## config.mk

```make
export PLATFORM = sky130hd
export DESIGN_NAME = router_out_port
export DESIGN_NICKNAME = d
export VERILOG_FILES = /design/src/rtl/router_out_port_pkg.sv /design/src/rtl/router_out_skid.sv /design/src/rtl/router_out_port.sv
export SDC_FILE = /design/constraint.sdc
export NUM_CORES = 1
export LEC_CHECK = 0
export ABC_AREA = 1
export CAP_MARGIN = 25
export CORE_UTILIZATION = 50
export DETAILED_ROUTE_END_ITERATION = 10
export GPL_ROUTABILITY_DRIVEN = 0
export PLACE_DENSITY = 0.81
export SYNTH_ARGS = -nofsm -noshare
export SYNTH_HDL_FRONTEND = slang
export SYNTH_HIERARCHICAL = 1
export SYNTH_SLANG_ARGS = --single-unit
```

## constraint.sdc

```tcl
create_clock -name i_clock -period 5.34 [get_ports i_clock]
set_input_delay 1.068 -clock i_clock [delete_from_list [all_inputs] [get_ports i_clock]]
set_output_delay 1.068 -clock i_clock [all_outputs]
set_load 0.02 [all_outputs]
```

## src/rtl/router_out_port_pkg.sv

```systemverilog
// rtl/router_out_port_pkg.sv - shared router constants, header field layout and packet FSM states
// Contents: BYTE_W, header field positions (LEN_MSB/LEN_LSB/ADDR_W), DEFAULT_TIMEOUT,
//           pkt_state_e (HDR, BODY), hdr_len() header length extractor.
package router_out_port_pkg;

   localparam int BYTE_W          = 8;
   localparam int ADDR_W          = 2;
   localparam int LEN_MSB         = 7;
   localparam int LEN_LSB         = ADDR_W;
   localparam int LEN_W           = LEN_MSB - LEN_LSB + 1;
   localparam int DEFAULT_TIMEOUT = 30;

   typedef enum logic [0:0] {
      PKT_HDR  = 1'b0,
      PKT_BODY = 1'b1
   } pkt_state_e;

   function automatic logic [LEN_W-1:0] hdr_len(input logic [BYTE_W-1:0] hdr);
      return hdr[LEN_MSB:LEN_LSB];
   endfunction

endpackage

```

## src/rtl/router_out_skid.sv

```systemverilog
// rtl/router_out_skid.sv - two-entry output buffer between the FIFO read port and the destination
// Ports: i_clock, i_reset (async, active-high), i_clear (sync flush), i_push/i_push_data (byte in),
//        i_pop (head consumed), o_occ (0..2 entries held), o_head (registered head byte).
module router_out_skid
   import router_out_port_pkg::*;
(
   input  logic              i_clock,
   input  logic              i_reset,
   input  logic              i_clear,
   input  logic              i_push,
   input  logic [BYTE_W-1:0] i_push_data,
   input  logic              i_pop,
   output logic [1:0]        o_occ,
   output logic [BYTE_W-1:0] o_head
);

   logic [1:0]        r_occ;
   logic [BYTE_W-1:0] r_head;
   logic [BYTE_W-1:0] r_tail;

   always_ff @(posedge i_clock or posedge i_reset) begin
      if (i_reset) begin
         r_occ  <= 2'd0;
         r_head <= '0;
         r_tail <= '0;
      end else if (i_clear) begin
         r_occ  <= 2'd0;
         r_head <= '0;
         r_tail <= '0;
      end else begin
         case ({i_push, i_pop})
            2'b10: begin
               if (r_occ == 2'd0) r_head <= i_push_data;
               else               r_tail <= i_push_data;
               r_occ <= r_occ + 2'd1;
            end
            2'b01: begin
               r_head <= r_tail;
               r_occ  <= r_occ - 2'd1;
            end
            2'b11: begin
               // Occupancy stays put; the new byte lands behind whatever remains.
               if (r_occ == 2'd1) begin
                  r_head <= i_push_data;
               end else begin
                  r_head <= r_tail;
                  r_tail <= i_push_data;
               end
            end
            default: ;
         endcase
      end
   end

   assign o_occ  = r_occ;
   assign o_head = r_head;

endmodule

```

## src/rtl/router_out_port.sv

```systemverilog
// rtl/router_out_port.sv - output-side drain controller for one router destination port
// Ports: i_clock, i_reset (async, active-high); FIFO side i_fifo_empty, i_fifo_data,
//        o_fifo_rd_en (comb), o_fifo_soft_reset (registered pulse); destination side
//        i_dst_read_enb, o_vld_out, o_data_out; status o_pkt_done, o_parity_err, o_pkt_drop.
module router_out_port
   import router_out_port_pkg::*;
#(
   parameter int TIMEOUT = DEFAULT_TIMEOUT
)
(
   input  logic              i_clock,
   input  logic              i_reset,
   input  logic              i_fifo_empty,
   input  logic [BYTE_W-1:0] i_fifo_data,
   output logic              o_fifo_rd_en,
   output logic              o_fifo_soft_reset,
   input  logic              i_dst_read_enb,
   output logic              o_vld_out,
   output logic [BYTE_W-1:0] o_data_out,
   output logic              o_pkt_done,
   output logic              o_parity_err,
   output logic              o_pkt_drop
);

   localparam int              CNT_W    = $clog2(TIMEOUT + 1);
   localparam logic [CNT_W-1:0] CNT_LAST = CNT_W'(TIMEOUT - 1);
   localparam logic [0:0]      S_HDR    = PKT_HDR;
   localparam logic [0:0]      S_BODY   = PKT_BODY;

   logic [1:0]        w_occ;
   logic [BYTE_W-1:0] w_head;
   logic              w_vld;
   logic              w_xfer;
   logic [2:0]        w_level;
   logic              w_rd_en;
   logic              w_timeout;

   logic              r_inflight;
   logic              r_soft_reset;
   logic [CNT_W-1:0]  r_cnt;
   logic [0:0]        r_state;
   logic [6:0]        r_rem;
   logic [BYTE_W-1:0] r_xor;
   logic              r_pkt_done;
   logic              r_parity_err;

   router_out_skid u_skid (
      .i_clock     (i_clock),
      .i_reset     (i_reset),
      .i_clear     (w_timeout),
      .i_push      (r_inflight),
      .i_push_data (i_fifo_data),
      .i_pop       (w_xfer),
      .o_occ       (w_occ),
      .o_head      (w_head)
   );

   assign w_vld  = (w_occ != 2'd0);
   assign w_xfer = w_vld && i_dst_read_enb;

   // Occupancy counts the head leaving this cycle as already gone; without that
   // the steady state (one held, one in flight) would stall every third cycle.
   assign w_level   = {1'b0, w_occ} + {2'b00, r_inflight} - {2'b00, w_xfer};
   assign w_rd_en   = !i_fifo_empty && (w_level < 3'd2) && !r_soft_reset;
   assign w_timeout = w_vld && !i_dst_read_enb && (r_cnt == CNT_LAST);

   always_ff @(posedge i_clock or posedge i_reset) begin
      if (i_reset) begin
         r_inflight   <= 1'b0;
         r_soft_reset <= 1'b0;
         r_cnt        <= '0;
      end else begin
         r_soft_reset <= w_timeout;
         if (w_timeout) begin
            // A read issued this cycle is dropped: the FIFO is being cleared anyway.
            r_inflight <= 1'b0;
            r_cnt      <= '0;
         end else begin
            r_inflight <= w_rd_en;
            if (!w_vld || w_xfer) r_cnt <= '0;
            else                  r_cnt <= r_cnt + CNT_W'(1);
         end
      end
   end

   always_ff @(posedge i_clock or posedge i_reset) begin
      if (i_reset) begin
         r_state      <= S_HDR;
         r_rem        <= 7'd0;
         r_xor        <= '0;
         r_pkt_done   <= 1'b0;
         r_parity_err <= 1'b0;
      end else begin
         r_pkt_done <= 1'b0;
         if (w_timeout) begin
            r_state <= S_HDR;
            r_rem   <= 7'd0;
            r_xor   <= '0;
         end else if (w_xfer) begin
            if (r_state == S_HDR) begin
               // rem counts payload plus the trailing parity byte.
               r_rem   <= {1'b0, hdr_len(w_head)} + 7'd1;
               r_xor   <= w_head;
               r_state <= S_BODY;
            end else if (r_rem == 7'd1) begin
               r_parity_err <= (r_xor != w_head);
               r_pkt_done   <= 1'b1;
               r_state      <= S_HDR;
            end else begin
               r_xor <= r_xor ^ w_head;
               r_rem <= r_rem - 7'd1;
            end
         end
      end
   end

   assign o_fifo_rd_en      = w_rd_en;
   assign o_fifo_soft_reset = r_soft_reset;
   assign o_pkt_drop        = r_soft_reset;
   assign o_vld_out         = w_vld;
   assign o_data_out        = w_head;
   assign o_pkt_done        = r_pkt_done;
   assign o_parity_err      = r_parity_err;

endmodule
```

==> flow_summary.yaml <==
finish:
  area.growth.synth_to_final_pct: 16.09
  nets: 407
  fillers: 424
  seq_area_sq_mm: 0.001076
  drive_gt1_share_pct: 9.091
  multi_input_area_sq_mm: 0.001318
  antennaDiodeCount: 0
  post-route-util_pct: 62.36
yosys:
  synth_top_area_share_pct: 41.05
  synth_simple_gate_area_share_pct: 36.66
  ys_types: 33
  synth.area.mux_share_pct: 0
  synth_fa_ha_area_share_pct: 5.537
  synth_common_cells: "nand2_1, nand3_1, dfrtp_1"
  ys_seq_area_share_pct: 41.05
  syn_inst: 358
  yosysTopAreaCell: "dfrtp_1"
  synth_top_family_by_area: "simple AND/OR/NAND/NOR gates"
  synth_warnings: 6
  ys_ff_latch: 43
  synthArstFlopShare_pct: 100.0
  syn_area_per_cell_sq_um: 7.322
  synth_compound_area_share_pct: 6.396
  synthFlopType: "dfrtp_1"
  synth.area.top_cells: "dfrtp_1, nand2_1, nand3_1, inv_1, ha_1"
  synth_area_sq_mm: 0.002621
  synth_edf_count: 0
  synth_xor_area_share_pct: 1.671
  synth.net_count: 381
  synth_most_common_cell: "nand2_1"
clock_network:
  holdBufCountCts: 0
  cts.repair.resized: 0
  cts_setup_buffers: 0
  cts_buffers: 5
  h-tree-depth: 2
  ctsLongestPathBuffers: 2
  cts_tree: "done"
  clk_latency_ns: 0.30
  clock_sinks: 43
  root_buffer: "clkbuf_8"
  clkTransAtPathRegs_ns: 0.08
power_and_ir_drop:
  peakVddDrop_v: 0.0003401
  power_density_mw_per_mm2: 577.0
  p_total_mw: 1.756
  p_leak_nw: 1.585
global_route:
  grt_pass1_vias: 2256
  grt.total_usage_pct: 22.61
  grt_overflow: 0
  antenna_found_initial: 0
  grt_max_degree: 20
  grt_pass1_wl_um: 9577
drt:
  wl_met3_um: 127
  postRouteAntennaNets: 0
  route.detailed.drc: 0
  wl_met1_um: 2430
  wl_met2_um: 2757
  dr.pass1.iters: 4
  top_layer_used: "met4"
  vias: 2326
  routed_wl_um: 5384
  first_iter_violations: 110
  viasPerCell: 5.146
  wl_per_cell_um: 11.91
sta:
  finalSetupViolations: 0
  tightest_slew_ns: 0.6895
  max_freq_mhz: 212.6
  rsz0062_at_grt: "false"
  period_needed_ns: 4.705
  hold_violations: 0
  fin_worst_skew_ns: 0.008864
  maxSlewViolCount: 0
  finalCritPeriodShare_pct: 88.10
  tns_ns: 0
  relSlewSlack_pct: 53.98
floorplan:
  fp.dieW_um: 74.41
  core_area_sq_mm: 0.004880
  dieArea_sq_mm: 0.005536
  io_pins: 26
  initial_core_util_pct: 53.72
  fp-row-count: 25
  die_h_um: 74.41
placed_design:
  hpwlAfterDp_um: 4017
  port_buffers: 25
worst_setup_path:
  arrival_ns: 3.64
  end_kind: "output port"
  path_class: "in2out"
  required_ns: 4.27
  cp_max_fo: 5
  startpoint_type: "input pin"
job:
  maxCapViolations: 0
run_status:
  status: "finished, final reports clean"
worst_hold_path:
  hp-class: "reg2reg"
[sequential cells by signal, summed over array words and instances (netlist names), 2 cells and up]
register / cells
r_cnt: 5
r_rem: 7
r_xor: 8
u_skid/o_head: 8
u_skid/o_occ: 2
u_skid/r_tail: 8
[through the flow]
step / worst slack, ns / cells / hold WS [ns] / cell area, sq um
2_1_floorplan: 1.658 / 358 / 0.4608 / 2621
3_3_place_gp: 0.6704 / 443 / 0.4829 / 2910
3_5_place_dp: 0.6334 / 444 / 0.4888 / 2925
4_1_cts: 0.6322 / 452 / 0.5088 / 3043
5_1_grt: 0.5176 / 452 / 0.5417 / 3043
6_report: 0.6353 / 452 / 0.5101 / 3043
[cell families after synthesis]
family | Yosys count
AO/OA/AOI/OAI | 28
buffers and inverters | 55
XOR/XNOR | 5
adder cells (fa/ha/maj) | 11
AND/OR/NAND/NOR | 216
flip-flops | 43
[final timing paths]
check / slack (ns) / depth (start not counted) / startpoint / endpoint
max: 0.64 / 8 / i_dst_read_enb / o_fifo_rd_en
min: 0.51 / 1 / r_cnt[0] / r_cnt[0]
max reg2reg: 3.16 / 9 / u_skid/o_occ[1] / r_inflight
min reg2reg: 0.51 / 1 / r_cnt[0] / r_cnt[0]
max in group asynchronous: 3.68 / 3 / i_reset / r_cnt[4]
min in group asynchronous: 1.16 / 2 / i_reset / o_fifo_soft_reset
[where the power goes]
group / leakage (nW) / switching (mW) / internal, mW
Clock: 0.0612 / 0.113 / 0.151
Sequential: 0.545 / 0.150 / 0.461
Combinational: 0.978 / 0.535 / 0.345
Total: 1.58 / 0.798 / 0.958
[layer usage]
metal / GRT usage (%) / vias to the layer above
li1: - / 1176
met1: 27.40 / 1105
met2: 39.64 / 39
met3: 4.743 / 6
met4: 8.176 / 0
met5: 0 / -
[cell type report]
type | instances | share of cell area [%]
clock buffer | 6 | 2.714
clock inverter | 2 | 1.151
inverter | 48 | 6.003
multi-input combinational | 260 | 43.30
sequential | 43 | 35.36
tap | 67 | 2.755
timing repair buffer | 26 | 8.717
[critical path, cell delays in order]
cell,delay (ns)
clkdlybuf4s50_1,0.53
nand2_4,0.09
nor2_1,0.17
o21ai_0,0.14
fa_1,0.48
or3b_2,0.45
nor2_1,0.10
clkdlybuf4s50_1,0.60
[cell usage in the layout (no fill, tap or decap), drive strengths merged, types with 2 or more instances in the layout]
cell type / n
nand2: 136
nand3: 49
inv: 47
dfrtp: 43
nor2: 27
clkdlybuf4s50: 25
o21ai: 20
ha: 10
clkbuf: 6
xor2: 4
o211ai: 3
a21oi: 3
nand4: 2
clkinv: 2
(Power assumes the default switching activity.)
